--- src/rtl/vga_pkg.sv ---
// Shared definitions for the VGA timing driver: axis region encoding,
// default 640x480@60 timing constants and the colour-bar table used by the
// optional test pattern (VGA_TEST_PATTERN_EN).
package vga_pkg;

    // Region order along each axis, starting from count 0
    typedef enum logic [1:0] {
        SYNC        = 2'd0,
        BACK_PORCH  = 2'd1,
        ACTIVE      = 2'd2,
        FRONT_PORCH = 2'd3
    } region_e;

    // Default 640x480@60 timing with a 25 MHz pixel rate from a 50 MHz clock
    localparam int DEF_CLK_DIV = 2;
    localparam int DEF_COLOR_W = 4;
    localparam int DEF_H_SYNC  = 96;
    localparam int DEF_H_BP    = 48;
    localparam int DEF_H_ACT   = 640;
    localparam int DEF_H_FP    = 16;
    localparam int DEF_V_SYNC  = 2;
    localparam int DEF_V_BP    = 33;
    localparam int DEF_V_ACT   = 480;
    localparam int DEF_V_FP    = 10;

    // Colour bars, left to right: white, yellow, cyan, green, magenta, red,
    // blue, black. Each entry is {r,g,b}; bar 0 sits in the least significant slot.
    localparam int NUM_BARS = 8;
    localparam logic [7:0][2:0] BAR_TABLE = {
        3'b000,   // 7 black
        3'b001,   // 6 blue
        3'b100,   // 5 red
        3'b101,   // 4 magenta
        3'b010,   // 3 green
        3'b011,   // 2 cyan
        3'b110,   // 1 yellow
        3'b111    // 0 white
    };

    // Look up the {r,g,b} on/off bits of one colour bar
    function automatic logic [2:0] bar_rgb(input logic [2:0] idx);
        bar_rgb = BAR_TABLE[idx];
    endfunction

endpackage

--- src/rtl/vga_axis_counter.sv ---
// One axis (horizontal or vertical) of the VGA raster: a wrapping counter
// over SYNC, BACK_PORCH, ACTIVE and FRONT_PORCH, reporting the region of the
// current count and a wrap strobe used to step the next axis.
module vga_axis_counter
    import vga_pkg::*;
#(
    parameter int SYNC_LEN = DEF_H_SYNC,
    parameter int BP_LEN   = DEF_H_BP,
    parameter int ACT_LEN  = DEF_H_ACT,
    parameter int FP_LEN   = DEF_H_FP,
    parameter int TOTAL    = SYNC_LEN + BP_LEN + ACT_LEN + FP_LEN,
    parameter int CW       = $clog2(TOTAL)
) (
    input  logic          clk,
    input  logic          reset,
    input  logic          step,
    output logic [CW-1:0] count,
    output region_e       region,
    output logic          wrap
);

    if (SYNC_LEN < 1 || BP_LEN < 1 || ACT_LEN < 1 || FP_LEN < 1) begin : g_bad_timing
        $error("vga_axis_counter: every timing parameter must be non-zero");
    end

    localparam logic [CW-1:0] LAST      = CW'(TOTAL - 1);
    localparam logic [CW-1:0] ONE       = CW'(1);
    localparam logic [CW-1:0] BP_START  = CW'(SYNC_LEN);
    localparam logic [CW-1:0] ACT_START = CW'(SYNC_LEN + BP_LEN);
    localparam logic [CW-1:0] FP_START  = CW'(SYNC_LEN + BP_LEN + ACT_LEN);

    logic [CW-1:0] count_r;
    region_e       region_s;

    // Position counter: advances on step, wraps from the last count to 0
    always_ff @(posedge clk or negedge reset) begin
        if (!reset) begin
            count_r <= '0;
        end else if (step) begin
            if (count_r == LAST) begin
                count_r <= '0;
            end else begin
                count_r <= count_r + ONE;
            end
        end
    end

    // Decode the region the current count falls in
    always_comb begin
        region_s = SYNC;
        if (count_r < BP_START) begin
            region_s = SYNC;
        end else if (count_r < ACT_START) begin
            region_s = BACK_PORCH;
        end else if (count_r < FP_START) begin
            region_s = ACTIVE;
        end else begin
            region_s = FRONT_PORCH;
        end
    end

    assign count  = count_r;
    assign region = region_s;
    assign wrap   = step && (count_r == LAST);

endmodule

--- src/rtl/vga_timing_driver.sv ---
// Programmable VGA timing generator: pixel-rate divider, H/V raster counters,
// pixel coordinates for the upstream source and a registered sync/colour
// output stage with blanking. Optional colour-bar test pattern is compiled
// in with the VGA_TEST_PATTERN_EN macro.
module vga_timing_driver
    import vga_pkg::*;
#(
    parameter int   CLK_DIV = DEF_CLK_DIV,
    parameter int   COLOR_W = DEF_COLOR_W,
    parameter int   H_SYNC  = DEF_H_SYNC,
    parameter int   H_BP    = DEF_H_BP,
    parameter int   H_ACT   = DEF_H_ACT,
    parameter int   H_FP    = DEF_H_FP,
    parameter int   V_SYNC  = DEF_V_SYNC,
    parameter int   V_BP    = DEF_V_BP,
    parameter int   V_ACT   = DEF_V_ACT,
    parameter int   V_FP    = DEF_V_FP,
    parameter logic H_POL   = 1'b0,
    parameter logic V_POL   = 1'b0
) (
    input  logic                      clk,
    input  logic                      reset,
    input  logic [COLOR_W-1:0]        red,
    input  logic [COLOR_W-1:0]        green,
    input  logic [COLOR_W-1:0]        blue,
    input  logic                      test_mode,
    output logic [$clog2(H_ACT)-1:0]  pix_x,
    output logic [$clog2(V_ACT)-1:0]  pix_y,
    output logic                      pix_req,
    output logic                      pix_en,
    output logic                      frame_start,
    output logic [COLOR_W-1:0]        red_,
    output logic [COLOR_W-1:0]        green_,
    output logic [COLOR_W-1:0]        blue_,
    output logic                      h_sync,
    output logic                      v_sync
);

    if (CLK_DIV < 1) begin : g_bad_div
        $error("vga_timing_driver: CLK_DIV must be at least 1");
    end

    localparam int H_TOTAL = H_SYNC + H_BP + H_ACT + H_FP;
    localparam int V_TOTAL = V_SYNC + V_BP + V_ACT + V_FP;
    localparam int HCW     = $clog2(H_TOTAL);
    localparam int VCW     = $clog2(V_TOTAL);
    localparam int XW      = $clog2(H_ACT);
    localparam int YW      = $clog2(V_ACT);
    localparam int DW      = (CLK_DIV > 1) ? $clog2(CLK_DIV) : 1;

    localparam logic [DW-1:0]  DIV_LAST    = DW'(CLK_DIV - 1);
    localparam logic [DW-1:0]  DIV_ONE     = DW'(1);
    localparam logic [HCW-1:0] H_ACT_START = HCW'(H_SYNC + H_BP);
    localparam logic [VCW-1:0] V_ACT_START = VCW'(V_SYNC + V_BP);

    logic [DW-1:0]      div_cnt_r;
    logic [DW-1:0]      div_nxt_s;
    logic               pix_en_r;
    logic [HCW-1:0]     h_cnt_s;
    logic [VCW-1:0]     v_cnt_s;
    region_e            h_region_s;
    region_e            v_region_s;
    logic               h_wrap_s;
    logic               v_wrap_unused_s;
    logic               pix_req_s;
    logic [XW-1:0]      pix_x_s;
    logic [YW-1:0]      pix_y_s;
    logic               tick_origin_s;
    logic               origin_seen_r;
    logic               frame_start_nxt_s;
    logic               frame_start_r;
    logic [COLOR_W-1:0] red_src_s;
    logic [COLOR_W-1:0] green_src_s;
    logic [COLOR_W-1:0] blue_src_s;
    logic [COLOR_W-1:0] red_r;
    logic [COLOR_W-1:0] green_r;
    logic [COLOR_W-1:0] blue_r;
    logic               h_sync_r;
    logic               v_sync_r;

    // Next divider value: counts 0..CLK_DIV-1 and wraps
    always_comb begin
        div_nxt_s = '0;
        if (div_cnt_r == DIV_LAST) begin
            div_nxt_s = '0;
        end else begin
            div_nxt_s = div_cnt_r + DIV_ONE;
        end
    end

    // Divider and pixel enable; pix_en_r is high in the clk where the divider sits at CLK_DIV-1
    always_ff @(posedge clk or negedge reset) begin
        if (!reset) begin
            div_cnt_r <= '0;
            pix_en_r  <= 1'b0;
        end else begin
            div_cnt_r <= div_nxt_s;
            pix_en_r  <= (div_nxt_s == DIV_LAST);
        end
    end

    vga_axis_counter #(
        .SYNC_LEN (H_SYNC),
        .BP_LEN   (H_BP),
        .ACT_LEN  (H_ACT),
        .FP_LEN   (H_FP)
    ) u_h_axis (
        .clk    (clk),
        .reset  (reset),
        .step   (pix_en_r),
        .count  (h_cnt_s),
        .region (h_region_s),
        .wrap   (h_wrap_s)
    );

    vga_axis_counter #(
        .SYNC_LEN (V_SYNC),
        .BP_LEN   (V_BP),
        .ACT_LEN  (V_ACT),
        .FP_LEN   (V_FP)
    ) u_v_axis (
        .clk    (clk),
        .reset  (reset),
        .step   (h_wrap_s),
        .count  (v_cnt_s),
        .region (v_region_s),
        .wrap   (v_wrap_unused_s)
    );

    // Active-pixel request and coordinates, forced to 0 outside the active area
    always_comb begin
        pix_req_s = (h_region_s == ACTIVE) && (v_region_s == ACTIVE);
        if (pix_req_s) begin
            pix_x_s = XW'(h_cnt_s - H_ACT_START);
            pix_y_s = YW'(v_cnt_s - V_ACT_START);
        end else begin
            pix_x_s = '0;
            pix_y_s = '0;
        end
    end

`ifdef VGA_TEST_PATTERN_EN
    localparam int BAR_W = H_ACT / NUM_BARS;

    if (BAR_W < 1) begin : g_bad_bars
        $error("vga_timing_driver: H_ACT too small for the colour-bar pattern");
    end

    localparam logic [XW-1:0] BAR_DIV  = XW'((BAR_W < 1) ? 1 : BAR_W);
    localparam logic [XW-1:0] BAR_LAST = XW'(NUM_BARS - 1);

    logic [XW-1:0] bar_q_s;
    logic [2:0]    bar_idx_s;
    logic [2:0]    bar_bits_s;

    // Colour source: colour bars while test_mode is set, upstream RGB otherwise
    always_comb begin
        bar_q_s = pix_x_s / BAR_DIV;
        if (bar_q_s > BAR_LAST) begin
            bar_idx_s = 3'd7;
        end else begin
            bar_idx_s = bar_q_s[2:0];
        end
        bar_bits_s = bar_rgb(bar_idx_s);
        if (test_mode) begin
            red_src_s   = {COLOR_W{bar_bits_s[2]}};
            green_src_s = {COLOR_W{bar_bits_s[1]}};
            blue_src_s  = {COLOR_W{bar_bits_s[0]}};
        end else begin
            red_src_s   = red;
            green_src_s = green;
            blue_src_s  = blue;
        end
    end
`else
    logic test_mode_unused_s;

    assign test_mode_unused_s = test_mode;
    assign red_src_s          = red;
    assign green_src_s        = green;
    assign blue_src_s         = blue;
`endif

    // Output stage: sync levels and blanked colour captured once per pixel tick
    always_ff @(posedge clk or negedge reset) begin
        if (!reset) begin
            h_sync_r <= ~H_POL;
            v_sync_r <= ~V_POL;
            red_r    <= '0;
            green_r  <= '0;
            blue_r   <= '0;
        end else if (pix_en_r) begin
            h_sync_r <= (h_region_s == SYNC) ? H_POL : ~H_POL;
            v_sync_r <= (v_region_s == SYNC) ? V_POL : ~V_POL;
            if (pix_req_s) begin
                red_r   <= red_src_s;
                green_r <= green_src_s;
                blue_r  <= blue_src_s;
            end else begin
                red_r   <= '0;
                green_r <= '0;
                blue_r  <= '0;
            end
        end
    end

    assign tick_origin_s = pix_en_r && (h_cnt_s == '0) && (v_cnt_s == '0);

    // frame_start is due in the next pix_en clk when the previous tick was at the raster origin
    always_comb begin
        frame_start_nxt_s = 1'b0;
        if (div_nxt_s != DIV_LAST) begin
            frame_start_nxt_s = 1'b0;
        end else if (pix_en_r) begin
            frame_start_nxt_s = tick_origin_s;
        end else begin
            frame_start_nxt_s = origin_seen_r;
        end
    end

    // Remember whether the last pixel tick was the origin and register the frame pulse
    always_ff @(posedge clk or negedge reset) begin
        if (!reset) begin
            origin_seen_r <= 1'b0;
            frame_start_r <= 1'b0;
        end else begin
            if (pix_en_r) begin
                origin_seen_r <= tick_origin_s;
            end
            frame_start_r <= frame_start_nxt_s;
        end
    end

    assign pix_x       = pix_x_s;
    assign pix_y       = pix_y_s;
    assign pix_req     = pix_req_s;
    assign pix_en      = pix_en_r;
    assign frame_start = frame_start_r;
    assign red_        = red_r;
    assign green_      = green_r;
    assign blue_       = blue_r;
    assign h_sync      = h_sync_r;
    assign v_sync      = v_sync_r;

endmodule

--- config.mk ---
export PLATFORM = sky130hd
export DESIGN_NAME = vga_timing_driver
export DESIGN_NICKNAME = d
export VERILOG_FILES = /design/src/rtl/vga_pkg.sv /design/src/rtl/vga_axis_counter.sv /design/src/rtl/vga_timing_driver.sv
export SDC_FILE = /design/constraint.sdc
export NUM_CORES = 1
export LEC_CHECK = 0
export ABC_AREA = 1
export ABC_CLOCK_PERIOD_IN_PS = 5200
export BUFFER_PORTS_ARGS = -buffer_cell sky130_fd_sc_hd__buf_2
export CAP_MARGIN = 20
export CORE_ASPECT_RATIO = 0.9
export CORE_MARGIN = 2
export CORE_UTILIZATION = 30
export DETAILED_ROUTE_END_ITERATION = 10
export GPL_TIMING_DRIVEN = 0
export PLACE_DENSITY_LB_ADDON = 0.25
export SLEW_MARGIN = 20
export SYNTH_ARGS = -nofsm -noshare
export SYNTH_HDL_FRONTEND = slang
export SYNTH_SLANG_ARGS = --single-unit
export TNS_END_PERCENT = 50
--- constraint.sdc ---
create_clock -name clk -period 5.2 [get_ports clk]
set_input_delay 1.04 -clock clk [delete_from_list [all_inputs] [get_ports clk]]
set_output_delay 1.04 -clock clk [all_outputs]
set_load 0.1 [all_outputs]
==> impl_metrics.csv, run 1 <==
group,metric,value,unit
clock_network,postCtsResizedCells,0,
worst_setup_path,worst_setup_path_end_kind,"primary output",
clock_network,setup_fix_buffers_added_after_clock_tree_synthesis,0,
power_and_ir_drop,cellInternalPower,485.6,uW
worst_setup_path,worst_r2r_startpoint,"u_h_axis.count[4]",
power_and_ir_drop,combPwrFrac,0.023,
clock_network,tritoncts.num_buffers,5,
floorplan,ioPinCount,51,
global_route,grt_start_max_net_pins,38,
sta,max_slew_violation_count,0,
synthesis,synth_fp_nets,353,
synthesis,syn-cell-area,2419,sq um
detailed_routing,drt-initial-drc-count,90,
detailed_routing,vias_per_cell,4.454,
clock_network,cts_root_buf,"clkbuf_8",
sta,totalNegativeSetupSlack,0,ps
clock_network,clk_path_buf_depth,2,
sta,timing_worst_slew_pin_value,877.3,ps
min_path,min_path_type,"reg2reg",
placement,worst_slack_after_detailed_placement,2084,ps
finish,nNetsFinal,409,
power_and_ir_drop,power,608.9,uW
global_route,globalRoute.totalOverflow,0,
outcome,run_status,"finished, final reports clean",
synthesis,total_of_flip_flops_plus_latches_after_synthesis,37,
sta,finalCritPeriodShare,0.6563,
sta,final.hold.worst_slack,477.2,ps
sta,relative_slew_slack,0.4151,
global_route,grt_pass1_vias,1998,
sta,final-setup-viol-count,0,
sta,final_critical_path_setup_slack,1787,ps
detailed_routing,dr.pass1.iters,4,
global_route,number_of_antenna_violations_at_the_first_check_in_global_routing,0,
clock_network,clock-sinks,37,
sta,unrepaired_setup_endpoints_after_global_routing,"no",
power_and_ir_drop,pwr-share-clk,0.505,
floorplan,die_w,98.65,microns
finish,drive_above_1_share,0.2526,
detailed_routing,antenna_left,0,
clock_network,worst_setup_hold_path_clk_slew,90,ps
floorplan,area_of_the_die,8797,sq um
synthesis,post_synth_inst_count,331,
clock_network,cts_hold_repair.buffers,0,
finish,layout.cells.most_common_list,"nand2_1, buf_2, inv_1",
clock_network,cts_max_level,2,
synthesis,unique_masters_post_synth,29,
detailed_routing,routed_wire_length_per_instance,11.95,microns
worst_setup_path,arrival,2370,ps
power_and_ir_drop,net-switching-power,123.3,uW
worst_setup_path,worstSetupStartpointType,"flop",
clock_network,worstSkewPairLatency,290,ps
detailed_routing,detail_route.drc_violations,0,
sta,timing.fmax,0.2930,GHz
worst_setup_path,slack_of_the_worst_reg_to_reg_path,3430,ps
synthesis,synth.yosys.seq_area_share,0.3839,
floorplan,die_height,89.18,microns
floorplan,core-area,7951,sq um
power_and_ir_drop,p_leak,1.775,nW
worst_setup_path,critical_path.reg2reg.endpoint,"blue_[3]",
global_route,global_route_wire_length_before_repair,9.535,mm
sta,final_period_minus_worst_setup_slack,3413,ps
sta,worst_clock_skew,9.159,ps
flow_run,maxCapViolations,0,
placement,place.gp.congestion,0.8221,
detailed_routing,postRouteWirelength,5.820,mm
power_and_ir_drop,powerDensity,208.1,nW/um^2
finish,area_growth_syn_to_layout,20.95,%
placement,post-dp-hpwl,4.446,mm
worst_setup_path,criticalPathCategory,"reg2out",
worst_setup_path,reg2reg_depth,10,
floorplan,start_util,0.3042,
finish,mostFrequentLayoutCell,"nand2_1",
power_and_ir_drop,power.sequential.fraction,0.472,
synthesis,avgSynthCellArea,7.307,sq um
finish,antenna_cells_inserted,0,
power_and_ir_drop,power.switching_fraction,0.2024,
synthesis,yosysWarnings,0,
min_path,whs_endpoint,"frame_start",
finish,final_core_utilization,0.3679,
detailed_routing,route.vias.total,2169,
worst_setup_path,critical_path_peak_fanout,10,
worst_setup_path,worst-endpoint-required,4160,ps
floorplan,rows,31,
placement,io_buffer_count,49,
clock_network,cts_tree,"built",
sta,timing.final.hold_violations,0,
finish,fillCellCount,874,
global_route,global_route.usage.total,0.1358,
min_path,hold_depth,2,
power_and_ir_drop,ir_worst_vdd,0.0001110,V
worst max-delay path: stages, from the launching register on:
cell and delay [ps]:
dfrtp_1 460, inv_1 150, ha_1 270, nand2_1 80, nand2_1 80, nand2_1 70
nand2_1 40, inv_1 130, nand3_2 120, buf_6 170, nor2_2 80, buf_2 420
cell families after synthesis:
family	after synthesis	synth area share
compound gates	16	0.03983
fa+ha+maj	7	0.03621
xor+xnor	14	0.05070
simple gates	197	0.3787
buf+inv	60	0.1107
flops	37	0.3839
synth_stat cells, drive strengths merged:
| cell | n | area [sq um] |
|---|---|---|
| inv | 47 | 176.4 |
| xnor2 | 1 | 8.760 |
| nor3 | 9 | 45.04 |
| dfrtp | 35 | 875.8 |
| a41oi | 1 | 8.760 |
| dfstp | 2 | 52.55 |
| clkbuf | 1 | 3.750 |
| nand4 | 17 | 112.6 |
| nand3 | 22 | 115.1 |
| a31oi | 1 | 6.260 |
| buf | 12 | 87.58 |
| a21oi | 1 | 5.000 |
| nor2 | 50 | 266.5 |
| ha | 7 | 87.58 |
| o21ai | 13 | 76.32 |
| xor2 | 13 | 113.9 |
| nand2 | 99 | 376.6 |
power by group through the flow:
stage | clock [mW] | sequential [mW] | combinational, mW
global route | 0.326 | 0.288 | 0.0170
CTS | 0.317 | 0.288 | 0.0147
floorplan | 0 | 0.293 | 0.00335
detailed placement | 0 | 0.293 | 0.0145
global placement | 0 | 0.293 | 0.0145
finish | 0.307 | 0.288 | 0.0141
routing by layer:
layer	GRT usage	vias to the layer above	routed length [microns]
li1	-	1137	-
met1	0.1853	989	3014
met2	0.2202	41	2510
met3	0.03518	2	271
met4	0.02989	0	24
met5	0	-	0
area by class of cell:
cell class	instances	area, sq um	share of cell area
multi-input combinational	234	1222	0.4179
clock inverter	3	68.82	0.02352
inverter	47	176.4	0.06031
clock buffer	5	68.82	0.02352
buffer	13	91.34	0.03122
tap	99	123.9	0.04234
sequential	37	928.4	0.3174
timing repair buffer	49	245.2	0.08383
per-stage QoR:
stage / instance area [sq um] / cells
final: 2925 / 487
after global routing: 2925 / 487
after CTS: 2925 / 487
after detailed placement: 2788 / 479
after global placement: 2788 / 479
after floorplan: 2419 / 331
sequential cells by signal (all words and copies together), names as in the netlist, named ones only:
signal and count:
green_ 4, u_h_axis.count 10, frame_start 1, v_sync 1
h_sync 1, u_v_axis.count 10, red_ 4, pix_en 1
blue_ 4
how the worst max path moves through the flow:
stage / startpoint / slack, ps / end
6_report: u_h_axis.count[4] / 1790 / pix_y[8]
3_5_place_dp: u_h_axis.count[4] / 2080 / pix_y[8]
3_3_place_gp: u_h_axis.count[4] / 2100 / pix_y[6]
5_1_grt: u_h_axis.count[4] / 1580 / pix_x[8]
2_1_floorplan: u_h_axis.count[4] / 2050 / pix_x[0]
4_1_cts: u_h_axis.count[4] / 1750 / pix_y[8]
No activity file was read; power rests on OpenSTA's default activity.
==> run 2, diff against run 1 <==
Settings changed: ABC_CLOCK_PERIOD_IN_PS 5200 to 2900.
Clock period 5.2 ns to 2.9 ns, I/O delays scaled along.
==> run 2 against run 1 <==
Compared with the run above: core utilization rose by 1.3 points; sequential cell count did not move; count of clock-buffer cells in the layout did not move; total power rose by 79%; sequential power rose by 79%; design area rose by 3.6%; non-clock buffer count did not move; clock power rose by 79%; largest cell class unchanged; largest power group unchanged.
==> impl_metrics.csv, run 2 (same netlist as run 1, synthesis figures left out) <==
group,metric,value,unit
finish,nNetsFinal,409,
placement,post-dp-hpwl,4.446,mm
floorplan,start_util,0.3042,
floorplan,ioPinCount,51,
clock_network,tritoncts.num_buffers,5,
worst_setup_path,worst_setup_path_end_kind,"primary output",
global_route,globalRoute.totalOverflow,0,
clock_network,clock-sinks,37,
worst_setup_path,arrival,2170,ps
global_route,global_route_wire_length_before_repair,9.584,mm
min_path,min_path_type,"in2async",
sta,final-setup-viol-count,0,
placement,place.gp.congestion,0.8221,
detailed_routing,routed_wire_length_per_instance,11.98,microns
placement,io_buffer_count,49,
flow_run,maxCapViolations,0,
sta,finalCritPeriodShare,0.9478,
detailed_routing,dr.pass1.iters,4,
floorplan,die_height,89.18,microns
detailed_routing,antenna_left,0,
sta,max_slew_violation_count,0,
clock_network,cts_hold_repair.buffers,0,
finish,drive_above_1_share,0.2552,
detailed_routing,postRouteWirelength,5.835,mm
floorplan,core-area,7951,sq um
clock_network,worst_setup_hold_path_clk_slew,80,ps
floorplan,rows,31,
detailed_routing,route.vias.total,2167,
outcome,run_status,"finished, final reports clean",
clock_network,cts_tree,"built",
power_and_ir_drop,p_leak,1.782,nW
finish,fillCellCount,862,
worst_setup_path,critical_path_peak_fanout,10,
global_route,grt_start_max_net_pins,38,
sta,worst_clock_skew,9.338,ps
finish,final_cell_area,3029,sq um
sta,timing_worst_slew_pin_value,876.1,ps
floorplan,area_of_the_die,8797,sq um
clock_network,cts_root_buf,"clkbuf_8",
sta,timing.fmax,0.3638,GHz
clock_network,cts_max_level,2,
global_route,grt_pass1_vias,2004,
placement,post_dp_cell_area,2788,sq um
worst_setup_path,worst-endpoint-required,2320,ps
sta,totalNegativeSetupSlack,0,ps
finish,antenna_cells_inserted,0,
sta,final_period_minus_worst_setup_slack,2749,ps
finish,layout.cells.most_common_list,"nand2_1, inv_1, dfrtp_1",
global_route,number_of_antenna_violations_at_the_first_check_in_global_routing,0,
worst_setup_path,criticalPathCategory,"reg2out",
detailed_routing,vias_per_cell,4.450,
sta,unrepaired_setup_endpoints_after_global_routing,"no",
global_route,global_route.usage.total,0.1365,
detailed_routing,detail_route.drc_violations,0,
detailed_routing,drt-initial-drc-count,106,
power_and_ir_drop,ir_worst_vdd,0.0001973,V
worst_setup_path,worstSetupStartpointType,"flop",
sta,relative_slew_slack,0.4159,
finish,mostFrequentLayoutCell,"nand2_1",
clock_network,clk_path_buf_depth,2,
sta,timing.final.hold_violations,0,
floorplan,die_w,98.65,microns
clock_network,worstSkewPairLatency,290,ps
power_and_ir_drop,powerDensity,360.1,nW/um^2
finish,area_growth_syn_to_layout,25.25,%
run 2: area by class of cell:
type / count / area (sq um) / share of cell area
Multi-Input combinational cell: 234 / 1222 / 0.4036
Inverter: 47 / 176.4 / 0.05824
Clock buffer: 5 / 68.82 / 0.02272
Sequential cell: 37 / 929.6 / 0.3069
Buffer: 13 / 91.34 / 0.03015
Tap cell: 99 / 123.9 / 0.04089
Clock inverter: 3 / 68.82 / 0.02272
Timing Repair Buffer: 49 / 347.8 / 0.1148
run 2: what timing repair did:
| action | in CTS | in global routing |
|---|---|---|
| hold endpoints to repair | 0 | 0 |
| setup buffers | 0 | 0 |
| resized for setup | 20 | 15 |
| endpoints found under the setup margin | 20 | 20 |
run 2: stage by stage:
stage,worst slack (ps),utilization,power (mW),hold WS (ps),std cells
2_1_floorplan,206.5,-,0.5319,284.4,331
3_3_place_gp,257.4,0.3506,0.5516,448.5,479
3_5_place_dp,244.2,0.3506,0.5517,459.5,479
4_1_cts,41.72,0.3742,1.110,432.2,487
5_1_grt,0.3020,0.3810,1.130,466.3,487
6_report,151.3,0.3810,1.091,406.3,487
run 2: path summary, 6_finish.rpt:
kind | startpoint | endpoint | slack, ps | cells after the start
max in group asynchronous | reset | u_h_axis.count[4] | 1890 | 1
min in group clk | flop | frame_start | 480 | 2
worst max register to register | u_h_axis.count[4] | blue_[3] | 1200 | 10
worst min-delay path | reset | u_v_axis.count[2] | 410 | 1
worst min register to register | flop | frame_start | 480 | 2
worst max-delay path | u_h_axis.count[4] | pix_x[0] | 150 | 11
run 2: critical path, cell delays in order, from the launching register on:
cell and delay [ps]:
dfrtp_2 430, inv_1 120, ha_1 260, nand2_1 80, nand2_1 80, nand2_1 70
nand2_1 40, inv_1 130, nand3_2 120, buf_6 170, nor2_2 80, buf_4 290
run 2: power by group:
group / internal [mW] / switching (mW) / total, mW
Clock: 0.347 / 0.204 / 0.550
Combinational: 0.00867 / 0.0164 / 0.0251
Sequential: 0.516 / 0 / 0.516
run 2: metal layers:
layer	vias to the layer above	part of all wire	track usage
met4	0	0.0041	0.02989
li1	1139	-	-
met1	983	0.51	0.1863
met5	-	0	0
met3	2	0.045	0.03440
met2	43	0.44	0.2220
==> run 3, diff against run 2 <==
Settings changed: CORE_ASPECT_RATIO 0.9 to default, CTS_BUF_LIST from default to sky130_fd_sc_hd__clkbuf_16.
==> run 3 against run 2 <==
Compared with the run above: setup slack improved by 56 ps; global-route usage increased by 0.46 points; core utilization increased by 1.9 points; cell count increased by 0.62%; critical path depth unchanged; combinational power increased by 2%; via count decreased by 0.65%; non-clock buffer count unchanged; die area about the same; total power increased by 14%; largest cell class unchanged.
==> impl_metrics.csv, run 3 (same netlist as run 1, synthesis figures left out) <==
group,metric,value,unit
worst_setup_path,path_delay_family,"buffers and inverters",
floorplan,area_of_the_die,8797,sq um
detailed_routing,route.vias.total,2153,
flow_run,maxCapViolations,0,
placement,io_buffer_count,49,
detailed_routing,antenna_left,0,
floorplan,start_util,0.3114,
finish,area_growth_syn_to_layout,28.35,%
clock_network,clk_path_buf_depth,2,
finish,nNetsFinal,409,
global_route,global_route_wire_length_before_repair,9.880,mm
power_and_ir_drop,cellInternalPower,1.016,mW
sta,totalNegativeSetupSlack,0,ps
finish,mostFrequentLayoutCell,"nand2_1",
power_and_ir_drop,net-switching-power,228.6,uW
worst_setup_path,cp_cell_sequence,"inv_1 > ha_1 > nand2_1 > nand2_1 > nand2_1 > nand2_1 > inv_1 > nand3_2 > buf_6 > nor2_2 > buf_6",
power_and_ir_drop,power.sequential.fraction,0.415,
power_and_ir_drop,p_leak,1.811,nW
sta,max_slew_violation_count,0,
finish,drive_above_1_share,0.2552,
clock_network,cts_hold_repair.buffers,0,
floorplan,die_w,93.79,microns
sta,unrepaired_setup_endpoints_after_global_routing,"no",
clock_network,clock-sinks,37,
power_and_ir_drop,combPwrFrac,0.020,
clock_network,worstSkewPairLatency,280,ps
clock_network,worst_setup_hold_path_clk_slew,60,ps
worst_setup_path,worstSetupStartpointType,"flop",
detailed_routing,drt-initial-drc-count,107,
outcome,run_status,"finished, final reports clean",
finish,antenna_cells_inserted,0,
floorplan,ioPinCount,51,
detailed_routing,vias_per_cell,4.394,
power_and_ir_drop,power.switching_fraction,0.1837,
worst_setup_path,cpMaxStageDelayCell,"dfrtp_2",
worst_setup_path,critical_path_peak_fanout,10,
power_and_ir_drop,ir_worst_vdd,0.0002349,V
finish,final_core_utilization,0.3996,
global_route,globalRoute.totalOverflow,0,
floorplan,rows,32,
worst_setup_path,critical_path.most_common_cell,"nand2_1",
detailed_routing,detail_route.drc_violations,0,
clock_network,tritoncts.num_buffers,5,
finish,layout.cells.most_common_list,"nand2_1, inv_1, dfrtp_1",
worst_setup_path,worst_setup_path_end_kind,"primary output",
clock_network,cts_max_level,2,
sta,worst_clock_skew,4.286,ps
detailed_routing,dr.pass1.iters,4,
global_route,global_route.usage.total,0.1412,
floorplan,core-area,7767,sq um
worst_setup_path,arrival,2110,ps
sta,timing_worst_slew_pin_value,867.9,ps
detailed_routing,routed_wire_length_per_instance,11.75,microns
power_and_ir_drop,powerDensity,401.0,nW/um^2
power_and_ir_drop,pwr-share-clk,0.565,
sta,timing.fmax,0.3714,GHz
clock_network,cts_root_buf,"clkbuf_16",
min_path,min_path_type,"in2async",
sta,final-setup-viol-count,0,
sta,finalCritPeriodShare,0.9285,
sta,final_period_minus_worst_setup_slack,2693,ps
clock_network,cts_tree,"built",
placement,post-dp-hpwl,4.336,mm
placement,place.gp.congestion,0.8208,
sta,timing.final.hold_violations,0,
worst_setup_path,cp_slowest_stage_delay,420,ps
worst_setup_path,criticalPathCategory,"reg2out",
floorplan,die_height,93.79,microns
sta,relative_slew_slack,0.4214,
global_route,grt_start_max_net_pins,38,
worst_setup_path,critical_path.n_buffers_inverters,4,
detailed_routing,postRouteWirelength,5.758,mm
worst_setup_path,worst-endpoint-required,2320,ps
global_route,number_of_antenna_violations_at_the_first_check_in_global_routing,0,
global_route,grt_pass1_vias,2126,
run 3: cell types whose count changed in the layout (fill, tap and decap cells not counted):
| cell | before | now |
|---|---|---|
| buf_6 | 18 | 23 |
| inv_6 | 1 | 0 |
| clkbuf_8 | 5 | 0 |
| clkbuf_16 | 0 | 5 |
| buf_4 | 8 | 3 |
| clkinv_2 | 0 | 1 |
run 3: power by group through the flow:
stage,sequential (mW),clock [mW],combinational [mW]
after floorplan,0.526,0,0.00601
after global placement,0.526,0,0.0264
after detailed placement,0.526,0,0.0270
after CTS,0.516,0.720,0.0271
after global routing,0.516,0.744,0.0308
final,0.517,0.703,0.0255
run 3: timing repair:
item                       4_1_cts  5_1_grt
setup buffers                    0        0
resized for setup               20       20
setup endpoints to repair       20       20
run 3: metal layers:
metal / vias to the layer above / global-route usage / part of all wire
li1: 1143 / - / -
met1: 965 / 0.1813 / 0.48
met2: 40 / 0.2321 / 0.46
met3: 5 / 0.03692 / 0.046
met4: 0 / 0.04348 / 0.013
met5: - / 0 / 0
run 3: stage by stage:
| step | setup slack (ps) | std cells | total power, mW | hold WS [ps] | instance area (sq um) |
|---|---|---|---|---|---|
| finish | 207.4 | 490 | 1.245 | 419.1 | 3104 |
| global route | 51.19 | 490 | 1.291 | 497.6 | 3104 |
| CTS | 67.47 | 490 | 1.263 | 455.2 | 3032 |
| detailed placement | 250.8 | 482 | 0.5528 | 462.5 | 2791 |
| global placement | 261.9 | 482 | 0.5521 | 462.0 | 2791 |
| floorplan | 206.5 | 331 | 0.5319 | 284.4 | 2419 |
run 3: cell type report:
class	count	area, sq um
Buffer	13	91.34
Clock buffer	5	125.1
Clock inverter	3	65.06
Fill cell	846	4663
Inverter	47	176.4
Multi-Input combinational cell	234	1222
Sequential cell	37	929.6
Tap cell	102	127.6
Timing Repair Buffer	49	366.6
run 3: final timing paths:
| check | start | slack (ps) | end | cells past startpoint |
|---|---|---|---|---|
| min reg2reg | flop | 480 | frame_start | 2 |
| max reg2reg | u_h_axis.count[4] | 1200 | green_[1] | 10 |
| max in group asynchronous | reset | 1890 | u_h_axis.count[4] | 1 |
| min in group clk | flop | 480 | frame_start | 2 |
| min | reset | 420 | u_v_axis.count[2] | 1 |
| max | u_h_axis.count[4] | 210 | pix_y[1] | 11 |
run 3: worst reg2reg max path: cells and delay by family (launching register included):
family / cells / cell delay, ps
fa+ha+maj: 1 / 260
buf+inv: 3 / 470
flops: 1 / 420
simple gates: 6 / 500
